File: src/rtl/seq_signed_multiplier.sv
// seq_signed_multiplier
//   Iterative 32x32 -> 64-bit multiplier with one shift-add step per clock.
//   Signed operands are reduced to magnitudes on the start cycle and the
//   result sign is restored by a 64-bit negation in a final fix-up cycle.
//   The operation takes 33 clocks from the accepted start to the done pulse.
// Parameters
//   SIGNED   1: two's-complement operands; 0: unsigned, sign logic bypassed
//   ITERS    iteration count; only 32 is supported
// Ports
//   clk      rising-edge clock
//   reset    asynchronous, active-high reset
//   start    request, sampled only while idle
//   a, b     multiplicand / multiplier, latched on an accepted start
//   busy     high while an operation is in progress
//   done     one-cycle pulse; product valid from this cycle on
//   product  64-bit result, held until the next done or reset
module seq_signed_multiplier #(
  parameter bit          SIGNED = 1'b1,
  parameter int unsigned ITERS  = 32
) (
  input  logic        clk,
  input  logic        reset,
  input  logic        start,
  input  logic [31:0] a,
  input  logic [31:0] b,
  output logic        busy,
  output logic        done,
  output logic [63:0] product
);

  localparam int unsigned CntW = $clog2(ITERS) + 1;

  typedef enum logic [1:0] {StIdle, StCalc, StFix} state_e;

  state_e            state_q, state_d;
  logic [31:0]       mcand_q, mcand_d;
  logic [31:0]       mplr_q, mplr_d;
  logic [31:0]       acc_hi_q, acc_hi_d;
  logic [CntW-1:0]   cnt_q, cnt_d;
  logic              neg_res_q, neg_res_d;
  logic              done_q, done_d;
  logic [63:0]       product_q, product_d;

  logic              a_neg, b_neg;
  logic [31:0]       a_mag, b_mag;
  logic [32:0]       sum;
  logic [63:0]       full;
  logic [63:0]       fixed;
  logic              last_iter;

  function automatic logic [31:0] neg32(input logic [31:0] v);
    return ~v + 32'd1;
  endfunction

  // Operand magnitudes. neg32(32'h80000000) returns itself, which read as
  // unsigned is the correct magnitude 2^31.
  assign a_neg = SIGNED && a[31];
  assign b_neg = SIGNED && b[31];
  assign a_mag = a_neg ? neg32(a) : a;
  assign b_mag = b_neg ? neg32(b) : b;

  // The 33-bit sum keeps the carry; it shifts into acc_hi/mplr as one
  // 65-bit right shift so no bit is lost.
  assign sum       = {1'b0, acc_hi_q} + {1'b0, (mplr_q[0] ? mcand_q : 32'd0)};
  assign full      = {acc_hi_q, mplr_q};
  assign fixed     = neg_res_q ? (~full + 64'd1) : full;
  assign last_iter = (cnt_q == CntW'(ITERS - 1));

  always_comb begin
    state_d   = state_q;
    mcand_d   = mcand_q;
    mplr_d    = mplr_q;
    acc_hi_d  = acc_hi_q;
    cnt_d     = cnt_q;
    neg_res_d = neg_res_q;
    done_d    = 1'b0;
    product_d = product_q;

    unique case (state_q)
      StIdle: begin
        if (start) begin
          mcand_d   = a_mag;
          mplr_d    = b_mag;
          neg_res_d = a_neg ^ b_neg;
          acc_hi_d  = 32'd0;
          cnt_d     = '0;
          state_d   = StCalc;
        end
      end
      StCalc: begin
        acc_hi_d = sum[32:1];
        mplr_d   = {sum[0], mplr_q[31:1]};
        cnt_d    = cnt_q + CntW'(1);
        if (last_iter) begin
          state_d = StFix;
        end
      end
      StFix: begin
        product_d = fixed;
        done_d    = 1'b1;
        state_d   = StIdle;
      end
      default: begin
        state_d = StIdle;
      end
    endcase
  end

  always_ff @(posedge clk or posedge reset) begin
    if (reset) begin
      state_q   <= StIdle;
      mcand_q   <= 32'd0;
      mplr_q    <= 32'd0;
      acc_hi_q  <= 32'd0;
      cnt_q     <= '0;
      neg_res_q <= 1'b0;
      done_q    <= 1'b0;
      product_q <= 64'd0;
    end else begin
      state_q   <= state_d;
      mcand_q   <= mcand_d;
      mplr_q    <= mplr_d;
      acc_hi_q  <= acc_hi_d;
      cnt_q     <= cnt_d;
      neg_res_q <= neg_res_d;
      done_q    <= done_d;
      product_q <= product_d;
    end
  end

  assign busy    = (state_q != StIdle);
  assign done    = done_q;
  assign product = product_q;

endmodule

File: config.mk
export PLATFORM = sky130hd
export DESIGN_NAME = seq_signed_multiplier
export DESIGN_NICKNAME = d
export VERILOG_FILES = /design/src/rtl/seq_signed_multiplier.sv
export SDC_FILE = /design/constraint.sdc
export NUM_CORES = 1
export LEC_CHECK = 0
export BUFFER_PORTS_ARGS = -buffer_cell sky130_fd_sc_hd__buf_2
export CAP_MARGIN = 20
export CORE_MARGIN = 2
export CORE_UTILIZATION = 35
export CTS_CLUSTER_SIZE = 16
export DETAILED_ROUTE_END_ITERATION = 10
export GPL_TIMING_DRIVEN = 0
export PLACE_DENSITY_LB_ADDON = 0.15
export SYNTH_ARGS = -nofsm -noshare
export SYNTH_HDL_FRONTEND = slang
export SYNTH_SLANG_ARGS = --single-unit
File: constraint.sdc
create_clock -name clk -period 5 [get_ports clk]
set_input_delay 0.5 -clock clk [delete_from_list [all_inputs] [get_ports clk]]
set_output_delay 0.5 -clock clk [all_outputs]
set_load 0.005 [all_outputs]
# Word level (Yosys, flattened, before mapping)

Index checks and enable logic that the tools add are counted.

Mux-type cells: 14
Equality and inequality tests: 5
Reductions and logical operators: 6
Add/sub/neg operators: 5
Bitwise operators: 4

Operators by type and width:

| kind                                                | count |
|---|---|
| two-way mux 32 bit                                  | 5 |
| one-hot mux 32 bit (2 select lines)                 | 2 |
| adder 32 x 1 -> 32 bit, second input constant       | 2 |
| adder 64 x 1 -> 64 bit, second input constant       | 1 |
| two-way mux 64 bit                                  | 1 |
| NOT 32 bit                                          | 2 |
| NOT 64 bit                                          | 1 |
| adder 32 x 32 -> 33 bit                             | 1 |
| one-hot mux 6 bit (2 select lines)                  | 1 |
| adder 6 x 1 -> 6 bit, second input constant         | 1 |
| equality test 6 x 5 -> 1 bit, second input constant | 1 |
| two-way mux 6 bit                                   | 1 |
| AND reduction 2 bit                                 | 3 |
| two-way mux 2 bit                                   | 2 |
| != test 2 bit, second input constant                | 2 |
| one-hot mux 2 bit (2 select lines)                  | 1 |
| nonzero test 2 bit                                  | 2 |
| equality test 2 x 1 -> 1 bit, second input constant | 1 |
| equality test 2 bit, second input constant          | 1 |
| logical NOT 2 bit                                   | 1 |
| two-way mux 1 bit                                   | 1 |
| bitwise XOR 1 bit                                   | 1 |

Output and inout bits: 66
Register bits after elaboration: 170
Input port bits: 67
Logic and storage cells: 42

# Longest topological paths before layout

Word-level depth: 5
Mapped depth: 13
Mapped depth without buffers: 11

# Least setup slack after synthesis

OpenSTA, ideal clock, no wires.

Path kind: register -> register
Start: reg mplr_q[0]
End: reg acc_hi_q[31]
Buffers on the path: 2
Library setup time: 110 ps
Clock period less this slack: 2,936 ps
Stages on the path, launching flop included: 14
Data required time: 4,890 ps
Setup slack: 2,064 ps
Arrival time: 2,825 ps
Cell sequence: dfrtp_1 buf_2 clkbuf_1 and2_1 ha_1 inv_1 fa_1 nor2b_1 o2111ai_1 a211oi_1 nor2_1 o211ai_1 a31oi_1 o41ai_1

Word-level cells in the longest chain between the ends: 3

RTL lines:

| item                                | RTL line | RTL |
|---|---|---|
| start: declaration                  | 37       | `logic [31:0] mplr_q, mplr_d;` |
| start signal: assignment            | 122      | `mplr_q <= mplr_d;` |
| two-way mux 32 bit                  | 64       | `assign sum = {1'b0, acc_hi_q} + {1'b0, (mplr_q[0] ? mcand_q : 32'd0)};` |
| adder 32 x 32 -> 33 bit             | 64       |  |
| one-hot mux 32 bit (2 select lines) | 79       | `unique case (state_q)` |
| end signal: assignment              | 123      | `acc_hi_q <= acc_hi_d;` |
| end: declaration                    | 38       | `logic [31:0] acc_hi_q, acc_hi_d;` |

No other way between the ends.
A chain may end at the register's enable or synchronous reset.

# Worst setup path in the final report

Ends and elaborated chain as after synthesis.

==> results.json <==
{
  "drv_cap": 0,
  "seq_area_um2": 4250,
  "ctsRootBufferMaster": "clkbuf_16",
  "drtIter0Drc": 699,
  "max-vdd-ir-drop_mv": 0.293,
  "syn2layout_area_growth_pct": 17.1,
  "multi_input_area_um2": 6290,
  "fin_cells": 1850,
  "syn_area_um2": 10900,
  "num_io_pins": 133,
  "slew_viol_final": 0,
  "powerDensity_nw_per_um2": 506,
  "synth_nets": 1391,
  "die_area_um2": 32700,
  "cts_post_setup_buffers_inserted": 0,
  "routedWlPerCell_um": 18.6,
  "synth_ff_type": "dfrtp_1",
  "cts_buffers": 17,
  "crit_required_ns": 5.33,
  "clock_path_buffers": 2,
  "fin_crit_sh": 0.795,
  "cts.sinks": 170,
  "cpMaxStageDelayCell": "o211ai_1",
  "hpwl_um": 27300,
  "synth_edf_count": 0,
  "core_area_um2": 30700,
  "crit_family": "compound AO/OA/AOI/OAI gates",
  "setup_violations": 0,
  "cp-end-kind": "flip-flop",
  "first_global_vias": 9630,
  "nets": 1545,
  "synth_seq_cells": 170,
  "status": "finished clean",
  "crit_fanout": 10,
  "antenna_found_initial": 0,
  "clk_pin_slew_ns": 0.07,
  "final_antenna_net_count": 0,
  "cp_num_buf_inv": 3,
  "period_needed_ns": 3.97,
  "port_buffers": 131,
  "clock-skew-final_ns": 0.00932,
  "mostFrequentLayoutCells": "nand2_1, o21ai_0, dfrtp_1",
  "die_width_um": 181,
  "critPathKind": "reg -> reg",
  "antenna_cells": 0,
  "dp.cells": 1818,
  "p_total_mw": 6.48,
  "syn_inst": 1287,
  "routabilityCongestion": 0.901,
  "dpl_cell_area_um2": 12200,
  "cpPeakStageDelay_ns": 0.47,
  "hold_buffers": 0,
  "viasPerCell": 5.42,
  "drt_pre_antenna_iters": 5,
  "clk_latency_ns": 0.44,
  "grt_max_degree": 40,
  "hold_viol": 0,
  "fp.dieH_um": 181,
  "final_core_util": 0.417,
  "worst-endpoint-arrival_ns": 4.30,
  "preCtsSetupSlack_ns": 0.998,
  "synth-warning-count": 0,
  "cp-startpoint": "mplr_q[0]",
  "hold_class": "in -> async",
  "ys_types": 67,
  "hold_ws_ns": 0.171,
  "timing.final.ws_setup_ns": 1.03,
  "grt_pass1_wl_um": 54600,
  "rows": 64,
  "rsz0062_at_grt": "no",
  "clock.fmax_mhz": 252,
  "drive_gt1_frac": 0.129,
  "worstMarginPinSlew_ns": 0.915,
  "num_vias": 10018,
  "finalSetupTns_ns": 0,
  "drc_errors": 0,
  "grt_overflow": 0,
  "cts-resized-gates": 0,
  "worstPathCellList": "buf_2, clkbuf_1, and2_1, ha_1, inv_1, fa_1, nor2b_1, o2111ai_1, a211oi_1, nor2_1, o211ai_1, a31oi_1, o41ai_1",
  "gr-usage-all-layers": 0.211,
  "cp-start-kind": "flip-flop",
  "cellLeakagePower_nw": 5.55,
  "htreeDepth": 4,
  "ys_seq_area_frac": 0.389,
  "max-slew-margin-rel": 0.382,
  "fillers": 3194,
  "initial_core_util": 0.357,
  "final_common_cell": "nand2_1",
  "ys_async_sr_fraction": 1.00,
  "synth_area_per_cell_um2": 8.50,
  "cts_tree": "built",
  "final_cell_area_um2": 12800,
  "reg2reg_from": "mplr_q[0]",
  "drt_wl_total_um": 34500
}
-- per-layer routing --
metal / vias to the layer above / wire [um] / global-route usage
met4: 0 / 365 / 0.0465
met1: 4798 / 17100 / 0.310
met3: 24 / 1480 / 0.0323
met5: - / 0 / 0
li1: 4954 / - / -
met2: 242 / 15500 / 0.328
-- final cells by class --
cell class | count | area share
tap | 396 | 0.0387
clock buffer | 18 | 0.0343
sequential | 170 | 0.332
inverter | 26 | 0.00792
buffer | 76 | 0.0230
timing repair buffer | 135 | 0.0575
clock inverter | 14 | 0.0151
multi-input combinational | 1015 | 0.491
-- cells by family (layout without fill, tap and decap cells) --
kind of cell               Yosys count  in the layout  synth area share
AOI/OAI and AO/OA                  416            416             0.229
xor gates and xnor gates           142            142             0.114
adders and majority gates           37             37            0.0430
buffers and inverters              102            269            0.0358
DFF                                170            170             0.389
muxes                                7              7           0.00641
and+or+nand+nor                    413            413             0.183
-- state kept, by name, summed over array words and instances, names as in the netlist --
signal / cells
product: 64
acc_hi_q: 32
mcand_q: 32
mplr_q: 32
cnt_q: 6
state_q: 2
done: 1
neg_res_q: 1
-- cells in the mapped netlist, drive strengths merged (10+ instances only) --
master,instances,area (um2)
nor3,13,65.1
o22ai,27,169
o31ai,39,298
nand2b,10,62.6
inv,25,93.8
and2,34,213
or3,23,154
a22oi,17,128
nor2,41,154
o21ai,200,1000
nor4,11,75.1
dfrtp,170,4250
xnor2,29,254
nand2,203,762
xor2,113,990
o211ai,10,75.1
a21oi,56,280
or4,15,120
o41ai,19,174
clkbuf,71,267
ha,36,450
nand3,23,115
-- report_power, final --
| group | total (mW) | leakage [nW] | internal, mW | switching [mW] |
|---|---|---|---|---|
| logic | 2.82 | 3.26 | 1.12 | 1.70 |
| clock network | 1.46 | 0.308 | 0.853 | 0.604 |
| registers | 2.21 | 1.99 | 1.71 | 0.497 |
| total | 6.48 | 5.55 | 3.68 | 2.80 |
-- path summary, 6_finish.rpt --
| path | cells past startpoint | slack, ns | end |
|---|---|---|---|
| min reg2reg | 1 | 0.47 | cnt_q[5] |
| min in group clk | 2 | 0.28 | mcand_q[31] |
| max reg2reg | 13 | 1.03 | acc_hi_q[31] |
| max in group asynchronous | 4 | 3.92 | acc_hi_q[27] |
| max | 13 | 1.03 | acc_hi_q[31] |
| min | 2 | 0.17 | product[36] |
Power figures use the tool's default switching activity.
